**src/rtl/mem_stage_if.sv**
```systemverilog
// Data-memory bus between the MEM stage and the data memory.
// The stage drives the request side; the memory answers with ack and read data.
interface mem_stage_if;
  logic        mem_req;
  logic        mem_we;
  logic [31:0] mem_addr;
  logic [31:0] mem_wdata;
  logic [31:0] mem_rdata;
  logic        mem_ack;

  modport master (
    output mem_req,
    output mem_we,
    output mem_addr,
    output mem_wdata,
    input  mem_rdata,
    input  mem_ack
  );

  modport slave (
    input  mem_req,
    input  mem_we,
    input  mem_addr,
    input  mem_wdata,
    output mem_rdata,
    output mem_ack
  );
endinterface

```
**src/rtl/mem_stage.sv**
```systemverilog
// MEM pipeline stage: issues one data-memory access per load/store,
// stalls EX/MEM until ack, and flags misaligned or timed-out accesses.
module mem_stage (
  input  logic              clk,
  input  logic              reset,
  input  logic              RegWriteIn,
  input  logic              MemtoRegIn,
  input  logic              MemWriteIn,
  input  logic [31:0]       ALUResultIn,
  input  logic [4:0]        WriteRegIn,
  input  logic [31:0]       WriteDataIn,
  mem_stage_if.master       bus,
  output logic              stall,
  output logic              RegWriteOut,
  output logic              MemtoRegOut,
  output logic [31:0]       ReadDataOut,
  output logic [31:0]       ALUResultOut,
  output logic [4:0]        WriteRegOut,
  output logic              AlignErr,
  output logic              BusErr
);

  typedef enum logic {
    S_IDLE,
    S_WAIT
  } state_t;

  state_t      state;
  logic [3:0]  waitCnt;
  logic        req;
  logic        we;
  logic [31:0] addr;
  logic [31:0] wdata;

  logic memOp;
  logic aligned;
  logic lastWait;

  assign memOp    = MemtoRegIn | MemWriteIn;
  assign aligned  = (ALUResultIn[1:0] == 2'b00);
  assign lastWait = (waitCnt == 4'hF);

  assign bus.mem_req   = req;
  assign bus.mem_we    = we;
  assign bus.mem_addr  = addr;
  assign bus.mem_wdata = wdata;

  // Hold upstream while an access is pending or about to be issued.
  always_comb begin
    stall = 1'b0;
    if (!reset) begin
      unique case (state)
        S_IDLE: stall = memOp & aligned;
        S_WAIT: stall = ~bus.mem_ack & ~lastWait;
        default: stall = 1'b0;
      endcase
    end
  end

  // Access FSM, bus request registers and MEM/WB register.
  always_ff @(posedge clk) begin
    if (reset) begin
      state        <= S_IDLE;
      waitCnt      <= 4'd0;
      req          <= 1'b0;
      we           <= 1'b0;
      addr         <= 32'd0;
      wdata        <= 32'd0;
      RegWriteOut  <= 1'b0;
      MemtoRegOut  <= 1'b0;
      ReadDataOut  <= 32'd0;
      ALUResultOut <= 32'd0;
      WriteRegOut  <= 5'd0;
      AlignErr     <= 1'b0;
      BusErr       <= 1'b0;
    end else begin
      AlignErr <= 1'b0;
      BusErr   <= 1'b0;
      unique case (state)
        S_IDLE: begin
          unique case (1'b1)
            !memOp: begin
              RegWriteOut  <= RegWriteIn;
              MemtoRegOut  <= MemtoRegIn;
              ReadDataOut  <= 32'd0;
              ALUResultOut <= ALUResultIn;
              WriteRegOut  <= WriteRegIn;
            end
            memOp && !aligned: begin
              RegWriteOut  <= 1'b0;
              MemtoRegOut  <= 1'b0;
              ReadDataOut  <= 32'd0;
              ALUResultOut <= 32'd0;
              WriteRegOut  <= 5'd0;
              AlignErr     <= 1'b1;
            end
            memOp && aligned: begin
              state   <= S_WAIT;
              req     <= 1'b1;
              we      <= MemWriteIn;
              addr    <= ALUResultIn;
              wdata   <= WriteDataIn;
              waitCnt <= 4'd0;
            end
            default: ;
          endcase
        end
        S_WAIT: begin
          unique case (1'b1)
            bus.mem_ack: begin
              RegWriteOut  <= RegWriteIn;
              MemtoRegOut  <= MemtoRegIn;
              ReadDataOut  <= MemWriteIn ? 32'd0 : bus.mem_rdata;
              ALUResultOut <= ALUResultIn;
              WriteRegOut  <= WriteRegIn;
              req          <= 1'b0;
              state        <= S_IDLE;
            end
            !bus.mem_ack && lastWait: begin
              RegWriteOut  <= 1'b0;
              MemtoRegOut  <= 1'b0;
              ReadDataOut  <= 32'd0;
              ALUResultOut <= 32'd0;
              WriteRegOut  <= 5'd0;
              BusErr       <= 1'b1;
              req          <= 1'b0;
              state        <= S_IDLE;
            end
            !bus.mem_ack && !lastWait: begin
              waitCnt <= waitCnt + 4'd1;
            end
            default: ;
          endcase
        end
        default: state <= S_IDLE;
      endcase
    end
  end

endmodule
```
**src/flat_wrapper.sv**
```systemverilog
// flat-port wrapper written by rule: the top's interface ports become plain ports
module mem_stage_flat 
  (clk, reset, RegWriteIn, MemtoRegIn, MemWriteIn, ALUResultIn, WriteRegIn, WriteDataIn, stall, RegWriteOut, MemtoRegOut, ReadDataOut, ALUResultOut, WriteRegOut, AlignErr, BusErr, bus_mem_req, bus_mem_we, bus_mem_addr, bus_mem_wdata, bus_mem_rdata, bus_mem_ack);
  mem_stage_if bus_i ();
  input  logic clk;
  input  logic reset;
  input  logic RegWriteIn;
  input  logic MemtoRegIn;
  input  logic MemWriteIn;
  input  logic [31:0] ALUResultIn;
  input  logic [4:0] WriteRegIn;
  input  logic [31:0] WriteDataIn;
  output logic stall;
  output logic RegWriteOut;
  output logic MemtoRegOut;
  output logic [31:0] ReadDataOut;
  output logic [31:0] ALUResultOut;
  output logic [4:0] WriteRegOut;
  output logic AlignErr;
  output logic BusErr;
  output wire logic [$bits(bus_i.mem_req)-1:0] bus_mem_req;
  output wire logic [$bits(bus_i.mem_we)-1:0] bus_mem_we;
  output wire logic [$bits(bus_i.mem_addr)-1:0] bus_mem_addr;
  output wire logic [$bits(bus_i.mem_wdata)-1:0] bus_mem_wdata;
  input wire logic [$bits(bus_i.mem_rdata)-1:0] bus_mem_rdata;
  input wire logic [$bits(bus_i.mem_ack)-1:0] bus_mem_ack;
  assign bus_mem_req = bus_i.mem_req;
  assign bus_mem_we = bus_i.mem_we;
  assign bus_mem_addr = bus_i.mem_addr;
  assign bus_mem_wdata = bus_i.mem_wdata;
  assign bus_i.mem_rdata = bus_mem_rdata;
  assign bus_i.mem_ack = bus_mem_ack;
  mem_stage u_core (.clk(clk), .reset(reset), .RegWriteIn(RegWriteIn), .MemtoRegIn(MemtoRegIn), .MemWriteIn(MemWriteIn), .ALUResultIn(ALUResultIn), .WriteRegIn(WriteRegIn), .WriteDataIn(WriteDataIn), .bus(bus_i), .stall(stall), .RegWriteOut(RegWriteOut), .MemtoRegOut(MemtoRegOut), .ReadDataOut(ReadDataOut), .ALUResultOut(ALUResultOut), .WriteRegOut(WriteRegOut), .AlignErr(AlignErr), .BusErr(BusErr));
endmodule
```
**config.mk**
```make
export PLATFORM = sky130hd
export DESIGN_NAME = mem_stage_flat
export DESIGN_NICKNAME = d
export VERILOG_FILES = /design/src/rtl/mem_stage_if.sv /design/src/rtl/mem_stage.sv /design/src/flat_wrapper.sv
export SDC_FILE = /design/constraint.sdc
export NUM_CORES = 1
export LEC_CHECK = 0
export CORE_ASPECT_RATIO = 0.6
export CORE_UTILIZATION = 35
export CTS_BUF_LIST = sky130_fd_sc_hd__clkbuf_4
export DETAILED_ROUTE_END_ITERATION = 8
export HOLD_SLACK_MARGIN = 0.06
export PLACE_DENSITY = 0.7
export SKIP_CTS_REPAIR_TIMING = 1
export SLEW_MARGIN = 20
export SYNTH_ARGS = -nofsm -noshare
export SYNTH_HDL_FRONTEND = slang
export SYNTH_SLANG_ARGS = --single-unit
```
**constraint.sdc**
```tcl
create_clock -name clk -period 5.1 [get_ports clk]
set_clock_uncertainty 0.2 [all_clocks]
set_input_delay 1.02 -clock clk [delete_from_list [all_inputs] [get_ports clk]]
set_output_delay 1.02 -clock clk [all_outputs]
set_load 0.01 [all_outputs]
```
After elaboration in Yosys (flattened, before gate mapping)

Index checks and enable logic that the tools add are counted.

Register bits after elaboration: 144
Input bits: 107
Word-level logic and storage cells: 74

$add $sub $neg: 1
Equality and inequality tests: 7
Mux-type cells: 29
Bitwise logic cells: 6
Reductions and logical operators: 18

Operators with widths:

| kind                                           | count |
|---|---|
| one-hot mux 32 bit (2 select lines)            | 5 |
| 2-to-1 mux 32 bit                              | 2 |
| one-hot mux 5 bit (2 select lines)             | 3 |
| one-hot mux 1 bit (2 select lines)             | 9 |
| AND reduction 2 bit                            | 5 |
| 2-to-1 mux 4 bit                               | 2 |
| one-hot mux 4 bit (2 select lines)             | 1 |
| OR reduction 2 bit                             | 4 |
| 2-to-1 mux 1 bit                               | 7 |
| != test 2 bit (second input constant)          | 3 |
| adder 4 x 1 -> 4 bit (second input constant)   | 1 |
| equality test 4 bit (second input constant)    | 1 |
| logical AND 1 bit                              | 4 |
| logical NOT 1 bit                              | 4 |
| != test 3 x 1 -> 1 bit (second input constant) | 1 |
| != test 3 bit (second input constant)          | 1 |
| NOT 1 bit                                      | 3 |
| bitwise AND 1 bit                              | 2 |
| logical NOT 2 bit                              | 1 |
| != test 2 x 1 -> 1 bit (second input constant) | 1 |
| OR 1 bit                                       | 1 |

Longest topological paths before layout

Word-level depth: 6
Gate-level depth with buffers: 6
Mapped depth without buffers: 4

Worst setup path before layout

OpenSTA, ideal clock, no wires.

Kind: input to output
From: input port ALUResultIn[0]
To: output port stall
Arrival time: 2.022 ns
Required time: 3.880 ns
Setup slack: 1.858 ns
Cell stages on the path: 4
Path buffers: 2
Cells stage by stage: or2_4 buf_6 o32ai_4 buf_6

Word-level cells in the longest chain between the ends: 4

RTL lines:

| what                               | line               | RTL |
|---|---|---|
| start: declaration                 | flat_wrapper.sv:10 | `input logic [31:0] ALUResultIn;` |
| logical NOT 2 bit                  | mem_stage.sv:40    | `assign aligned = (ALUResultIn[1:0] == 2'b00);` |
| bitwise AND 1 bit                  | mem_stage.sv:53    | `S_IDLE: stall = memOp & aligned;` |
| one-hot mux 1 bit (2 select lines) | mem_stage.sv:52    | `unique case (state)` |
| 2-to-1 mux 1 bit                   | mem_stage.sv:51    | `if (!reset) begin` |
| end: declaration                   | flat_wrapper.sv:13 | `output logic stall;` |

No other way between the ends.

Final worst setup path

Ends and elaborated chain as after synthesis.

==> results_dict.tcl <==
set metrics [dict create \
    avgSynthCellArea_um2 9.90 \
    seq_area_frac_synth_pct 54.2 \
    fillers 1298 \
    area_growth_pct 52.9 \
    cts-root-buf "clkbuf_4" \
    drive_above_1_share_pct 6.16 \
    critPathKind "primary input to output pin" \
    tightest_slew_ps 1090 \
    r2r_end "u_core.ReadDataOut[25]$_SDFFE_PP0P_" \
    vdd_ir_drop_max_v 0.000140 \
    reg2reg_slack_ps 2730 \
    drc 0 \
    power_density_nw_per_um2 285 \
    multi_input_area_um2 2180 \
    dp_slack_ps 857 \
    slew_viol_final 0 \
    ys_top_cells_by_area "dfxtp_1, a22o_1, nand3_1, a21oi_1, o21ai_0" \
    die_x_um 161 \
    cts_tree "yes" \
    max_clock_freq_ghz 0.237 \
    critical_path.startpoint "ALUResultIn[0]" \
    numClockSinks 144 \
    htree_levels 4 \
    hold_path.startpoint "u_core.bus.mem_wdata[20]$_SDFFE_PP0P_" \
    syn_nets 645 \
    grt_pass1_vias 4974 \
    synth_top_area_cell "dfxtp_1" \
    num_rows 34 \
    crit_path_max_fanout 66 \
    antenna_found_initial 0 \
    mostFrequentLayoutCells "clkdlybuf4s50_1, dfxtp_1, nand3_1, a21oi_1, a22o_1" \
    end_kind "output pin" \
    globalRouteOverflowTotal 0 \
    grt_max_degree 114 \
    layout_setup_ws_ps 878 \
    utilization_pct 55.4 \
    maxSlewHeadroom_pct 27.3 \
    hold_viol 0 \
    rsz0062_at_grt "no" \
    cp.required_ps 3880 \
    drt_iter0_markers 315 \
    final_common_cell "clkdlybuf4s50_1" \
    cts-buffers-inserted 17 \
    ios 247 \
    yosys_warnings 0 \
    clock_path_buffers 2 \
    syn_inst 537 \
    leakage_nw 2.80 \
    holdWs_ps 284 \
    cp-start-kind "primary input" \
    hold_path_end "u_core.bus.mem_wdata[20]$_SDFFE_PP0P_" \
    period_share_pct 82.8 \
    synth_top_area_share_pct 54.2 \
    path_clk_slew_ps 120 \
    die_h_um 97.5 \
    ys_ff_latch 144 \
    viasPerCell 5.20 \
    tns_ps 0 \
    diodes 0 \
    setup_violations 0 \
    grt_util_all_layers_pct 21.1 \
    drv_cap 0 \
    syn-cell-area_um2 5320 \
    gp_congestion 0.835 \
    rr_worst_depth 4 \
    hpwl_mm 11.1 \
    dr.pass1.iters 4 \
    num-nets-final 858 \
    fin_crit_ps 4220 \
    worstPathArrival_ps 3000 \
    clk-insertion-delay-late_ps 520 \
    ff_latch_area_um2 2880 \
    holdPathStages 2 \
    detail_route.wl_per_cell_um 17.2 \
    start_util_pct 36.2 \
    min_path_type "register to register" \
    outcome "finished, final reports clean" \
    drt_wl_total_mm 16.5 \
    coreArea_um2 14700 \
    port_buffers 246 \
    synth.distinct_cells 32 \
    grt_pass1_wl_mm 26.3 \
    fp.dieArea_um2 15700 \
    vias 4999 \
    ant_nets 0 \
    r2r_start "u_core.state$_SDFF_PP0_" \
]
## power by group
part / total (mW) / switching [mW] / internal (mW)
Clock: 0.799 / 0.445 / 0.354
Sequential: 1.18 / 0.0207 / 1.16
Combinational: 0.334 / 0.155 / 0.178
Total: 2.32 / 0.621 / 1.70
## critical path, cell delays in order
cell and delay [ps]:
clkdlybuf4s50_1 490, or2_4 490, o32ai_4 350, clkdlybuf4s50_1 600
## state kept, by name, indices dropped and copies added (netlist names), 4 cells and up
name,count
u_core.ALUResultOut,32
u_core.ReadDataOut,32
u_core.bus.mem_addr,32
u_core.bus.mem_wdata,32
u_core.WriteRegOut,5
u_core.waitCnt,4
## cell usage after synthesis, drive strengths merged
| cell type | number |
|---|---|
| or3 | 1 |
| dfxtp | 144 |
| or2 | 1 |
| o21bai | 1 |
| a31o | 1 |
| buf | 22 |
| ha | 1 |
| a21oi | 65 |
| clkbuf | 35 |
| o32ai | 4 |
| nand3 | 65 |
| inv | 2 |
| nor2 | 6 |
| a211oi | 1 |
| a31oi | 1 |
| nor2b | 1 |
| nor3 | 1 |
| nand2b | 21 |
| nand2 | 1 |
| mux2i | 20 |
| nor3b | 3 |
| o21ba | 1 |
| a22o | 54 |
| o21ai | 65 |
| nand4b | 20 |
## cell families after synthesis
family	after synthesis	synth area share, %
AOI/OAI and AO/OA	193	23.0
DFF	144	54.2
and+or+nand+nor	120	13.4
buffers and inverters	59	5.41
muxes	20	3.76
adders and majority gates	1	0.235
## layer usage
| metal | vias up | GRT usage [%] | routed length, um |
|---|---|---|---|
| met3 | 22 | 7.17 | 1290 |
| met5 | - | 0 | 0 |
| li1 | 2393 | - | - |
| met1 | 2399 | 27.2 | 7680 |
| met4 | 0 | 6.24 | 215 |
| met2 | 185 | 33.2 | 7350 |
## stage by stage
step / total power [mW] / instances / instance area, um2
after CTS: 2.34 / 961 / 8130
after global placement: 1.54 / 929 / 7820
after global routing: 2.43 / 961 / 8130
after detailed placement: 1.54 / 929 / 7820
after floorplan: 1.35 / 537 / 5320
final: 2.32 / 961 / 8130
## worst max-delay path by stage
stage,endpoint,slack [ps],cells past startpoint
finish,stall,880,4
global route,stall,790,4
global placement,stall,870,4
floorplan,stall,1860,4
CTS,stall,840,4
detailed placement,stall,860,4
## layout make-up
type,count,area share (%)
clock buffer,18,1.66
clock inverter,14,2.20
inverter,2,0.0923
multi-input combinational,334,26.8
sequential,144,35.5
tap,198,3.05
timing repair buffer,251,30.7
No activity file was read; power rests on OpenSTA's default activity.
